## src/rtl/line_draw_arbiter_pkg.sv

```systemverilog
// Shared types and defaults for the line rasterizer front-end arbiter.
package gpu_line_pkg;

  localparam int LINE_TIMEOUT_DEFAULT = 512;

  typedef struct packed {
    logic [7:0] x0;
    logic [7:0] y0;
    logic [7:0] x1;
    logic [7:0] y1;
  } line_cmd_t;

  typedef enum logic [1:0] {
    IDLE,
    ISSUE,
    BUSY,
    RETIRE
  } arb_state_t;

endpackage

```

## src/rtl/line_draw_arbiter_if.sv

```systemverilog
// Per-requester command/completion bus between requesters and the line arbiter.
interface line_draw_arbiter_if
  import gpu_line_pkg::*;
#(
  parameter int NUM_REQ = 2
);

  logic      [NUM_REQ-1:0] req_valid;
  logic      [NUM_REQ-1:0] req_ready;
  line_cmd_t [NUM_REQ-1:0] req_cmd;
  logic      [NUM_REQ-1:0] req_done;
  logic      [NUM_REQ-1:0] req_err;

  modport master (
    output req_valid, req_cmd,
    input  req_ready, req_done, req_err
  );

  modport slave (
    input  req_valid, req_cmd,
    output req_ready, req_done, req_err
  );

endinterface

```

## src/rtl/line_draw_arbiter_rr_arbiter.sv

```systemverilog
// Combinational round-robin pick: first set request at or above ptr, with wrap.
module rr_arbiter #(
  parameter int NUM_REQ = 2,
  parameter int OWN_W   = 2
) (
  input  logic [NUM_REQ-1:0] req,
  input  logic [OWN_W-1:0]   ptr,
  output logic               gnt_valid,
  output logic [OWN_W-1:0]   gnt_idx
);

  // Walk offsets from farthest to nearest so the nearest hit is the last write.
  always_comb begin
    gnt_valid = 1'b0;
    gnt_idx   = '0;
    for (int off = NUM_REQ - 1; off >= 0; off--) begin
      for (int i = 0; i < NUM_REQ; i++) begin
        if (req[i] && (((int'(ptr) + off) % NUM_REQ) == i)) begin
          gnt_valid = 1'b1;
          gnt_idx   = OWN_W'(i);
        end
      end
    end
  end

endmodule

```

## src/rtl/line_draw_arbiter.sv

```systemverilog
// Shares one Bresenham rasterizer between NUM_REQ requesters with one-entry slots.
//   state  | meaning
//   IDLE   | waiting for a full slot; grant latches owner and endpoints
//   ISSUE  | rast_start pulse, timeout counter cleared
//   BUSY   | waiting for rast_done or timeout
//   RETIRE | done/err pulse to owner, slot freed, pointer advanced
module line_draw_arbiter
  import gpu_line_pkg::*;
#(
  parameter int NUM_REQ = 2,
  parameter int TIMEOUT = LINE_TIMEOUT_DEFAULT,
  parameter int OWN_W   = 2
) (
  input  logic                clk,
  input  logic                rst,
  line_draw_arbiter_if.slave  bus,
  output logic                rast_start,
  output logic [7:0]          rast_x0,
  output logic [7:0]          rast_y0,
  output logic [7:0]          rast_x1,
  output logic [7:0]          rast_y1,
  input  logic                rast_done,
  output logic                busy,
  output logic [OWN_W-1:0]    owner
);

  localparam int              CNT_W    = $clog2(TIMEOUT);
  localparam logic [CNT_W-1:0] CNT_LAST = CNT_W'(TIMEOUT - 1);

  if ((1 << OWN_W) < NUM_REQ) begin : g_bad_own_w
    $error("OWN_W too narrow for NUM_REQ");
  end

  arb_state_t         state, state_nxt;
  logic [NUM_REQ-1:0] slot_full;
  line_cmd_t          slot_cmd [NUM_REQ];
  line_cmd_t          rast_cmd, sel_cmd;
  logic [OWN_W-1:0]   owner_q, ptr_q, gnt_idx;
  logic [CNT_W-1:0]   cnt_q;
  logic               err_q, gnt_valid;

  rr_arbiter #(.NUM_REQ(NUM_REQ), .OWN_W(OWN_W)) u_rr (
    .req       (slot_full),
    .ptr       (ptr_q),
    .gnt_valid (gnt_valid),
    .gnt_idx   (gnt_idx)
  );

  always_ff @(posedge clk) begin
    if (rst) state <= IDLE;
    else     state <= state_nxt;
  end

  always_comb begin
    state_nxt  = state;
    rast_start = 1'b0;
    busy       = 1'b1;
    case (state)
      IDLE: begin
        busy = 1'b0;
        if (gnt_valid) state_nxt = ISSUE;
      end
      ISSUE: begin
        rast_start = 1'b1;
        state_nxt  = BUSY;
      end
      BUSY:    if (rast_done || cnt_q == CNT_LAST) state_nxt = RETIRE;
      RETIRE:  state_nxt = IDLE;
      default: state_nxt = IDLE;
    endcase
  end

  always_comb begin
    sel_cmd = '0;
    for (int i = 0; i < NUM_REQ; i++) begin
      if (gnt_idx == OWN_W'(i)) sel_cmd = slot_cmd[i];
    end
  end

  always_comb begin
    bus.req_done = '0;
    bus.req_err  = '0;
    for (int i = 0; i < NUM_REQ; i++) begin
      if (state == RETIRE && owner_q == OWN_W'(i)) begin
        bus.req_done[i] = !err_q;
        bus.req_err[i]  = err_q;
      end
    end
  end

  // Capture and retire never collide: a full slot is not ready.
  always_ff @(posedge clk) begin
    for (int i = 0; i < NUM_REQ; i++) begin
      if (rst) begin
        slot_full[i] <= 1'b0;
        slot_cmd[i]  <= '0;
      end else if (bus.req_valid[i] && !slot_full[i]) begin
        slot_full[i] <= 1'b1;
        slot_cmd[i]  <= bus.req_cmd[i];
      end else if (state == RETIRE && owner_q == OWN_W'(i)) begin
        slot_full[i] <= 1'b0;
      end
    end
  end

  // err_q tracks the last BUSY cycle, so rast_done beats a same-cycle timeout.
  always_ff @(posedge clk) begin
    if (rst) begin
      owner_q  <= '0;
      ptr_q    <= '0;
      cnt_q    <= '0;
      err_q    <= 1'b0;
      rast_cmd <= '0;
    end else begin
      case (state)
        IDLE: begin
          if (gnt_valid) begin
            owner_q  <= gnt_idx;
            rast_cmd <= sel_cmd;
          end
        end
        ISSUE: cnt_q <= '0;
        BUSY: begin
          cnt_q <= cnt_q + 1'b1;
          err_q <= !rast_done;
        end
        RETIRE: begin
          owner_q <= '0;
          ptr_q   <= (owner_q == OWN_W'(NUM_REQ - 1)) ? '0 : owner_q + 1'b1;
        end
        default: ;
      endcase
    end
  end

  assign bus.req_ready = ~slot_full;
  assign owner         = owner_q;
  assign rast_x0       = rast_cmd.x0;
  assign rast_y0       = rast_cmd.y0;
  assign rast_x1       = rast_cmd.x1;
  assign rast_y1       = rast_cmd.y1;

endmodule
```

## src/flat_wrapper.sv

```systemverilog
// flat-port wrapper written by rule: the top's interface ports become plain ports
module line_draw_arbiter_flat import gpu_line_pkg::*;
#(
  parameter int NUM_REQ = 2,
  parameter int TIMEOUT = LINE_TIMEOUT_DEFAULT,
  parameter int OWN_W   = 2
)
  (clk, rst, rast_start, rast_x0, rast_y0, rast_x1, rast_y1, rast_done, busy, owner, bus_req_valid, bus_req_cmd, bus_req_ready, bus_req_done, bus_req_err);
  line_draw_arbiter_if #(.NUM_REQ(NUM_REQ)) bus_i ();
  input  logic clk;
  input  logic rst;
  output logic rast_start;
  output logic [7:0] rast_x0;
  output logic [7:0] rast_y0;
  output logic [7:0] rast_x1;
  output logic [7:0] rast_y1;
  input  logic rast_done;
  output logic busy;
  output logic [OWN_W-1:0] owner;
  input wire logic [$bits(bus_i.req_valid)-1:0] bus_req_valid;
  input wire logic [$bits(bus_i.req_cmd)-1:0] bus_req_cmd;
  output wire logic [$bits(bus_i.req_ready)-1:0] bus_req_ready;
  output wire logic [$bits(bus_i.req_done)-1:0] bus_req_done;
  output wire logic [$bits(bus_i.req_err)-1:0] bus_req_err;
  assign bus_i.req_valid = bus_req_valid;
  assign bus_i.req_cmd = bus_req_cmd;
  assign bus_req_ready = bus_i.req_ready;
  assign bus_req_done = bus_i.req_done;
  assign bus_req_err = bus_i.req_err;
  line_draw_arbiter #(.NUM_REQ(NUM_REQ), .TIMEOUT(TIMEOUT), .OWN_W(OWN_W)) u_core (.clk(clk), .rst(rst), .bus(bus_i), .rast_start(rast_start), .rast_x0(rast_x0), .rast_y0(rast_y0), .rast_x1(rast_x1), .rast_y1(rast_y1), .rast_done(rast_done), .busy(busy), .owner(owner));
endmodule
```

## config.mk

```make
export PLATFORM = sky130hd
export DESIGN_NAME = line_draw_arbiter_flat
export DESIGN_NICKNAME = d
export VERILOG_FILES = /design/src/rtl/line_draw_arbiter_pkg.sv /design/src/rtl/line_draw_arbiter_if.sv /design/src/rtl/line_draw_arbiter_rr_arbiter.sv /design/src/rtl/line_draw_arbiter.sv /design/src/flat_wrapper.sv
export SDC_FILE = /design/constraint.sdc
export NUM_CORES = 1
export LEC_CHECK = 0
export BUFFER_PORTS_ARGS = -buffer_cell sky130_fd_sc_hd__buf_4
export CORE_MARGIN = 2
export CORE_UTILIZATION = 53
export DETAILED_ROUTE_END_ITERATION = 10
export PLACE_DENSITY_LB_ADDON = 0.05
export REMOVE_ABC_BUFFERS = 1
export SLEW_MARGIN = 20
export SYNTH_ARGS = -nofsm -noshare
export SYNTH_HDL_FRONTEND = slang
export SYNTH_SLANG_ARGS = --single-unit
```

## constraint.sdc

```tcl
create_clock -name clk -period 2.1 [get_ports clk]
set_clock_uncertainty 0.05 [all_clocks]
set_input_delay 0.105 -clock clk [delete_from_list [all_inputs] [get_ports clk]]
set_output_delay 0.105 -clock clk [all_outputs]
set_load 0.01 [all_outputs]
```

==> impl_metrics.csv, run 1 <==
group,metric,value,unit
grt,grt_pass1_vias,3909,
min_path,hold_path_class,"in -> reg",
pwr,switchingPower,1.77,mW
yosys,synth_xor_xnor_area_share,0.570,%
clocking,clkLatencyLatePin,0.37,ns
sta,fin_crit,1.82,ns
floorplanning,placementRows,34,
clocking,cts_root_buffer,"clkbuf_8",
yosys,syn_area,0.00461,mm2
worst_setup_path,crit_path_start_kind,"flip-flop",
sta,maxSlewViolCount,0,
route,post_drt_via_cell_ratio,5.39,
yosys,synth_cell_types,32,
layout,area_growth,39.4,%
yosys,synth_area_leader_cell,"edfxtp_1",
flow_run,drv_cap,0,
pwr,irDropWorstVdd,0.000458,V
grt,grt.overflow.total,0,
pwr,power.density_cell_area,872,mW/mm2
layout,final_cells,704,
sta,hold_violations,0,
min_path,hold_depth,3,
pwr,p_clk_share,20.8,%
route,dr.pass1.iters,5,
clocking,cts_sinks,112,
floorplanning,dieArea,0.00946,mm2
worst_setup_path,r2r_cells,5,
yosys,synth_top_area_share,41.7,%
floorplanning,num_io_pins,111,
yosys,synth_edf_count,64,
pwr,seqPwrFrac,49.9,%
yosys,synthTopCellsByCount,"and2_1, edfxtp_1, o21ai_0, dfxtp_1, a21oi_1",
route,drc,0,
floorplanning,dieHeight,97.3,um
worst_setup_path,crit_type,"reg -> out",
pwr,p_leak,2.64,nW
floorplanning,fp.dieW,97.3,um
route,vias,3797,
yosys,async_reset_ff_share,0,%
yosys,synth_ff_type,"edfxtp_1",
sta,max_freq,0.548,GHz
yosys,synth_seq_area_share,62.5,%
sta,tightest_slew,0.924,ns
min_path,hold_start,"bus_req_valid[0]",
sta,slew-limit-headroom,38.2,%
yosys,synth_top_family_by_area,"compound AO/OA/AOI/OAI gates",
route,finalWirelength,11.6,mm
placed_design,io_buffers,109,
layout,fin_nets,668,
grt,grt.total_usage,25.2,%
layout,drive_gt1_share,24.3,%
route,ant_nets,0,
clocking,cts_buffers,9,
sta,setup_tns,0,ns
sta,setup_viol_count_final,0,
worst_setup_path,worstPathMaxFanout,36,
worst_setup_path,r2r_slack,0.29,ns
yosys,yosys.area_share.simple,13.7,%
grt,grt_pass1_wl,18.9,mm
yosys,yosysWarnings,0,
pwr,combPwrFrac,29.3,%
clocking,cts_tree,"done",
route,wl_per_cell,16.5,um
yosys,synth_fa_ha_area_share,1.90,%
sta,post-route-period-util,86.9,%
min_path,whs_endpoint,"u_core.slot_full[0]$_SDFFE_PP0P_",
placed_design,dpl.hpwl,6.89,mm
yosys,synth_area_per_cell,10.9,um2
worst_setup_path,r2r-end,"u_core.cnt_q[5]$_SDFFE_PP0P_",
worst_setup_path,crit_arrival,1.67,ns
yosys,muxShareOfSynthArea,0.217,%
pwr,switching_share,31.6,%
placed_design,dp_cells,621,
grt,grt_max_degree,37,
clocking,path_clk_slew,0.10,ns
layout,antenna_cells,0,
route,drt_iter0_markers,169,
status,outcome,"finished clean",
clocking,cts_buffer_depth,2,
grt,grt_antenna_before_repair,0,
worst_setup_path,end_kind,"output port",
placed_design,gp_congestion,0.793,
yosys,synth_compound_area_share,17.2,%
worst_setup_path,timing.rr.start,"u_core.state[0]$_SDFFE_PP0P_",
floorplanning,start_util,53.6,%
yosys,synth-seq-cells,112,
floorplanning,design.core.area,0.00859,mm2
yosys,postSynthCellCount,422,
worst_setup_path,crit_required,1.95,ns
yosys,synth.area.top_cells,"edfxtp_1, dfxtp_1, and2_1, o21ai_0, a21oi_1",
pwr,p_int,3.83,mW
sta,rsz0062_at_grt,"no",
clocking,h-tree-depth,3,
-- state kept, by name (all words and copies together) (netlist names) --
register,flops
u_core.slot_full,2
u_core.state,2
u_core.cnt_q,9
u_core.rast_y1,8
u_core.err_q,1
u_core.rast_x0,8
u_core.owner,1
u_core.rast_x1,8
u_core.slot_cmd,64
u_core.rast_y0,8
u_core.ptr_q,1
-- layer usage --
layer,GRT usage [%],vias to the layer above,share of wire [%]
met5,0,-,0
met4,7.69,0,1.5
met3,4.60,15,5.8
met2,45.7,139,52
met1,30.6,1796,41
li1,-,1847,-
-- area by class of cell --
| type | instances | area [um2] |
|---|---|---|
| Clock inverter | 6 | 46.3 |
| Timing Repair Buffer | 191 | 1630 |
| Multi-Input combinational cell | 270 | 1580 |
| Inverter | 8 | 30.0 |
| Clock buffer | 9 | 124 |
| Tap cell | 108 | 135 |
| Sequential cell | 112 | 2880 |
| Fill cell | 620 | 2170 |
-- what timing repair did --
item	CTS	global route
endpoints found under the setup margin	0	5
resized for setup	0	1
hold buffers	68	0
setup buffers	0	0
hold endpoints to repair	72	0
-- worst max-delay path, stage by stage, from the launching register on --
cell     delay, ns
dfxtp_2       0.37
buf_4         0.38
inv_1         0.14
buf_4         0.24
buf_4         0.17
-- layout by cell type (no fill, tap or decap), drive strengths merged --
cell type,count
a211oi,1
a21oi,42
a31oi,32
and2,64
and2b,1
and3b,1
buf,123
clkbuf,9
clkinv,1
clkinvlp,4
conb,1
dfxtp,48
dlygate4sd3,68
edfxtp,64
ha,7
inv,9
mux2i,1
nand2,11
nand2b,4
nand3,5
nand4,3
nor2,15
nor3b,1
o211a,1
o21a,1
o21ai,71
or3,4
or4,1
xor2,3
-- worst max path at each step --
stage / from / to / slack (ns) / cells after the start
after floorplan: u_core.slot_full[1]$_SDFFE_PP0P_ / u_core.owner[0]$_SDFFE_PP0P_ / -0.21 / 3
after global placement: u_core.state[0]$_SDFFE_PP0P_ / u_core.cnt_q[4]$_SDFFE_PP0P_ / 0.29 / 5
after detailed placement: u_core.state[0]$_SDFFE_PP0P_ / u_core.cnt_q[3]$_SDFFE_PP0P_ / 0.15 / 5
after CTS: u_core.state[0]$_SDFFE_PP0P_ / u_core.cnt_q[2]$_SDFFE_PP0P_ / 0.16 / 5
after global routing: u_core.state[1]$_SDFFE_PP0P_ / u_core.cnt_q[5]$_SDFFE_PP0P_ / 0.11 / 5
final: u_core.slot_full[1]$_SDFFE_PP0P_ / bus_req_ready[1] / 0.28 / 4
-- stage by stage --
step	hold WS [ns]	setup slack [ns]	power [mW]	area (um2)	utilization [%]
2_1_floorplan	0.124	-0.208	3.60	4470	-
3_3_place_gp	0.253	0.286	4.33	5570	64.8
3_5_place_dp	0.252	0.146	4.37	5570	64.8
4_1_cts	0.0527	0.165	5.61	6420	74.7
5_1_grt	0.0888	0.114	5.89	6420	74.8
6_report	0.0517	0.276	5.60	6420	74.8
-- logic make-up after synthesis --
kind of cell / after synthesis
buffers and inverters: 40
XOR/XNOR: 3
AND/OR/NAND/NOR: 110
AO/OA/AOI/OAI: 148
other: 1
adder cells (fa/ha/maj): 7
multiplexers: 1
flip-flops: 112
-- power groups by stage --
stage / clock network, mW / logic [mW] / registers (mW)
floorplan: 0 / 0.692 / 2.91
global placement: 0 / 1.49 / 2.83
detailed placement: 0 / 1.53 / 2.84
CTS: 1.18 / 1.64 / 2.79
global route: 1.27 / 1.78 / 2.83
finish: 1.16 / 1.64 / 2.79
Note: power is estimated with default switching activity, not from simulation.
==> inputs of run 2 (changes only) <==
CELL_PAD_IN_SITES_DETAIL_PLACEMENT = 0   (was default)
CELL_PAD_IN_SITES_GLOBAL_PLACEMENT = 1   (was default)
CORE_UTILIZATION = 41   (was 53)
==> impl_metrics.csv, run 2 (synthesis results as in run 1) <==
group,metric,value,unit
clocking,cts_resized,0,
pwr,p_leak,2.66,nW
sta,maxSlewViolCount,0,
worst_setup_path,crit_type,"reg -> reg",
floorplanning,design.core.area,0.0109,mm2
layout,antenna_cells,0,
layout,reg_top3,"u_core.slot_cmd x64, u_core.cnt_q x9",
clocking,post_cts_buffers,0,
placed_design,dpl.hpwl,6.81,mm
worst_setup_path,cp_cell_sequence,"inv_1 -> ha_1 -> nand4_1 -> or3_1 -> a21oi_1",
route,drc,0,
pwr,power.density_cell_area,893,mW/mm2
sta,post-route-period-util,86.9,%
clocking,cts_hold_buf,68,
clocking,cts_root_buffer,"clkbuf_8",
sta,slew-limit-headroom,35.8,%
layout,regMostFlops,"u_core.slot_cmd",
worst_setup_path,path_buf_inv,1,
floorplanning,start_util,42.3,%
clocking,clkLatencyLatePin,0.36,ns
sta,tightest_slew,0.959,ns
worst_setup_path,crit_family,"simple AND/OR/NAND/NOR gates",
grt,grt_pass1_vias,3635,
clocking,cts_sinks,112,
clocking,h-tree-depth,3,
sta,max_freq,0.548,GHz
layout,final_util,59.5,%
clocking,cts_buffer_depth,2,
layout,n_fill_cell,923,
grt,grt_antenna_before_repair,0,
worst_setup_path,worstPathMaxFanout,9,
clocking,cts_tree,"done",
route,dr.pass1.iters,5,
route,drt_iter0_markers,212,
sta,rsz0062_at_grt,"no",
route,wl_per_cell,16.2,um
clocking,path_clk_slew,0.10,ns
placed_design,gp_congestion,0.788,
layout,fin_nets,665,
placed_design,pre_cts_ws,0.280,ns
worst_setup_path,crit_path_start_kind,"flip-flop",
clocking,cts_buffers,9,
grt,grt_max_degree,33,
grt,grt_pass1_wl,18.3,mm
layout,drive_gt1_share,24.1,%
floorplanning,dieArea,0.0121,mm2
placed_design,io_buffers,109,
route,vias,3735,
floorplanning,num_io_pins,111,
min_path,hold_path_class,"in -> reg",
status,outcome,"finished clean",
worst_setup_path,slowest_delay,0.45,ns
layout,largest_reg_flops,64,
floorplanning,dieHeight,110,um
route,ant_nets,0,
route,post_drt_via_cell_ratio,5.09,
worst_setup_path,cp_slowest_cell,"ha_1",
pwr,irDropWorstVdd,0.000412,V
floorplanning,placementRows,38,
worst_setup_path,crit_required,2.34,ns
layout,area_growth,40.5,%
sta,fin_crit,1.83,ns
floorplanning,fp.dieW,110,um
worst_setup_path,crit_arrival,2.07,ns
worst_setup_path,end_kind,"flip-flop",
layout,layout_commonest_cell,"buf_4",
sta,finalWorstSetupSlack,0.275,ns
sta,hold_violations,0,
layout,final_cell_mix,"buf_4, dlygate4sd3_1, and2_1, edfxtp_1, o21ai_0",
route,finalWirelength,11.9,mm
flow_run,drv_cap,0,
sta,setup_viol_count_final,0,
grt,grt.total_usage,20.1,%
grt,grt.overflow.total,0,
[run 2: changes by cell type in the layout (fill, tap and decap cells not counted), sizes merged]
cell | previous run | this run
clkbuf | 9 | 13
buf | 123 | 120
clkinvlp | 4 | 1
clkinv | 1 | 2
inv | 9 | 8
[run 2: final cells by class]
class	count	area (um2)	share of cell area (%)
Clock buffer	13	203	3.13
Clock inverter	3	17.5	0.270
Inverter	8	30.0	0.464
Multi-Input combinational cell	270	1570	24.3
Sequential cell	112	2880	44.5
Tap cell	140	175	2.70
Timing Repair Buffer	188	1590	24.6
[run 2: path summary, 6_finish.rpt]
path / start / to / slack (ns) / cells after the start
worst max register to register: u_core.state[0]$_SDFFE_PP0P_ / u_core.cnt_q[7]$_SDFFE_PP0P_ / 0.27 / 5
worst min-delay path: bus_req_valid[0] / u_core.slot_full[0]$_SDFFE_PP0P_ / 0.05 / 3
worst max-delay path: u_core.state[0]$_SDFFE_PP0P_ / u_core.cnt_q[7]$_SDFFE_PP0P_ / 0.27 / 5
worst min register to register: u_core.cnt_q[8]$_SDFFE_PP0P_ / u_core.cnt_q[8]$_SDFFE_PP0P_ / 0.42 / 2
[run 2: per-stage QoR]
| stage | total power, mW | cells | cell area, um2 | setup TNS (ns) | hold WS (ns) |
|---|---|---|---|---|---|
| 2_1_floorplan | 3.60 | 390 | 4470 | -4.53 | 0.124 |
| 3_3_place_gp | 4.34 | 650 | 5580 | 0 | 0.251 |
| 3_5_place_dp | 4.38 | 650 | 5580 | 0 | 0.255 |
| 4_1_cts | 5.82 | 734 | 6480 | 0 | 0.0462 |
| 5_1_grt | 6.10 | 734 | 6480 | 0 | 0.0678 |
| 6_report | 5.78 | 734 | 6480 | 0 | 0.0457 |
[run 2: worst register-to-register path, delay by kind of cell (launching register included)]
kind	cells	cell delay (ns)
simple gates	2	0.61
fa+ha+maj	1	0.45
flops	1	0.40
compound gates	1	0.15
buf+inv	1	0.10
[run 2: per-layer routing]
metal | up-vias | part of all wire (%) | global-route usage (%)
li1 | 1836 | - | -
met1 | 1781 | 42 | 24.6
met2 | 112 | 52 | 36.2
met3 | 6 | 5.0 | 3.00
met4 | 0 | 0.86 | 6.78
met5 | - | 0 | 0
[run 2: power by group]
part / internal (mW) / switching, mW / leakage, nW
Combinational: 0.741 / 0.874 / 1.46
Sequential: 2.64 / 0.167 / 1.09
Clock: 0.646 / 0.711 / 0.111
Total: 4.03 / 1.75 / 2.66
==> inputs of run 3 (changes only) <==
clock period = 1.89 ns   (was 2.1 ns; I/O delays follow)
==> impl_metrics.csv, run 3 (synthesis results as in run 1) <==
group,metric,value,unit
grt,grt_max_degree,37,
route,finalWirelength,11.7,mm
clocking,h-tree-depth,3,
layout,drive_gt1_share,24.3,%
pwr,switching_share,30.9,%
pwr,p_leak,2.66,nW
sta,maxSlewViolCount,0,
route,dr.pass1.iters,5,
layout,register_area,0.00288,mm2
floorplanning,dieArea,0.0121,mm2
worst_setup_path,slowest_delay,0.45,ns
layout,multi_input_area,0.00157,mm2
route,drc,0,
worst_setup_path,cp_slowest_cell,"ha_1",
sta,tightest_slew,0.922,ns
placed_design,gp_congestion,0.766,
layout,layout_commonest_cell,"buf_4",
clocking,post_cts_buffers,0,
clocking,cts_sinks,112,
layout,largest_reg_flops,64,
sta,setup_tns,0,ns
sta,max_freq,0.559,GHz
layout,regMostFlops,"u_core.slot_cmd",
clocking,cts_root_buffer,"clkbuf_8",
pwr,p_int,4.41,mW
layout,fin_area,0.00649,mm2
grt,grt.total_usage,20.2,%
layout,antenna_cells,0,
layout,final_cells,736,
pwr,power,6.39,mW
layout,final_cell_mix,"buf_4, dlygate4sd3_1, and2_1, edfxtp_1, o21ai_0",
floorplanning,design.core.area,0.0109,mm2
floorplanning,start_util,42.3,%
grt,grt_pass1_vias,3651,
grt,grt_antenna_before_repair,0,
sta,hold_violations,0,
pwr,p_clk_share,22.5,%
clocking,cts_buffers,9,
worst_setup_path,worstPathMaxFanout,9,
pwr,power.density_cell_area,984,mW/mm2
grt,grt_pass1_wl,18.1,mm
clocking,cts_buffer_depth,2,
worst_setup_path,end_kind,"flip-flop",
floorplanning,fp.dieW,110,um
floorplanning,dieHeight,110,um
route,wl_per_cell,15.9,um
route,ant_nets,0,
min_path,hold_path_class,"in -> reg",
placed_design,dp_cells,652,
placed_design,io_buffers,109,
placed_design,place_area,0.00562,mm2
pwr,irDropWorstVdd,0.000761,V
pwr,seqPwrFrac,48.8,%
worst_setup_path,crit_path_start_kind,"flip-flop",
route,post_drt_via_cell_ratio,5.07,
pwr,switchingPower,1.98,mW
sta,rsz0062_at_grt,"no",
layout,reg_top3,"u_core.slot_cmd x64, u_core.cnt_q x9",
placed_design,dpl.hpwl,7.05,mm
flow_run,drv_cap,0,
clocking,path_clk_slew,0.10,ns
sta,setup_viol_count_final,0,
worst_setup_path,path_buf_inv,1,
placed_design,pre_cts_ws,0.107,ns
grt,grt.overflow.total,0,
sta,post-route-period-util,94.7,%
status,outcome,"finished clean",
sta,finalWorstSetupSlack,0.101,ns
layout,fin_nets,667,
worst_setup_path,cp_cell_sequence,"inv_1 -> ha_1 -> nand4_1 -> or3_1 -> a21oi_1",
worst_setup_path,crit_required,2.16,ns
floorplanning,num_io_pins,111,
sta,fin_crit,1.79,ns
sta,hold_ws,0.0907,ns
layout,final_util,59.7,%
layout,n_fill_cell,897,
worst_setup_path,crit_type,"reg -> reg",
worst_setup_path,crit_family,"simple AND/OR/NAND/NOR gates",
pwr,combPwrFrac,28.8,%
worst_setup_path,crit_arrival,2.06,ns
route,drt_iter0_markers,234,
clocking,clkLatencyLatePin,0.38,ns
route,vias,3733,
clocking,cts_tree,"done",
floorplanning,placementRows,38,
layout,area_growth,40.9,%
sta,slew-limit-headroom,38.3,%
run 3: cell count changes in the layout (fill, tap and decap cells not counted), sizes merged:
cell	change
inv	+1
clkbuf	-3
clkinv	+1
buf	+2
bufinv	+1
run 3: layer usage:
layer | vias up | track usage [%] | routed length, um
met5 | - | 0 | 0
met4 | 0 | 4.61 | 101
met3 | 5 | 5.47 | 576
met2 | 97 | 36.2 | 6020
li1 | 1850 | - | -
met1 | 1781 | 24.1 | 5030
run 3: worst register-to-register path, cell delays in order (launching register included):
cell and delay [ns]:
dfxtp_1 0.38, inv_1 0.10, ha_1 0.45, nand4_1 0.24
or3_1 0.37, a21oi_1 0.15
run 3: final cells by class:
cell class,count,share of cell area [%]
flip-flops and latches,112,44.4
inverters,8,0.462
clock buffers,10,1.96
clock inverters,6,1.04
multi-input cells,270,24.2
repair buffers,190,25.2
well taps,140,2.70
run 3: path summary, 6_finish.rpt:
kind,end,start,cells after the start,slack [ns]
worst max register to register,u_core.cnt_q[5]$_SDFFE_PP0P_,u_core.state[0]$_SDFFE_PP0P_,5,0.10
worst min-delay path,u_core.slot_full[0]$_SDFFE_PP0P_,bus_req_valid[0],4,0.09
worst min register to register,u_core.cnt_q[8]$_SDFFE_PP0P_,u_core.cnt_q[8]$_SDFFE_PP0P_,2,0.42
worst max-delay path,u_core.cnt_q[5]$_SDFFE_PP0P_,u_core.state[0]$_SDFFE_PP0P_,5,0.10
run 3: what timing repair did:
action                                 CTS  global route
endpoints found under the hold margin   72             0
setup endpoints to repair                0             1
resized for setup                        0             1
hold buffers                            68             0
run 3: power groups by stage:
stage | clock network, mW | registers (mW) | logic [mW]
6_report | 1.44 | 3.11 | 1.84
5_1_grt | 1.56 | 3.15 | 2.03
4_1_cts | 1.48 | 3.12 | 1.85
3_5_place_dp | 0 | 3.17 | 1.73
3_3_place_gp | 0 | 3.17 | 1.70
2_1_floorplan | 0 | 3.23 | 0.769
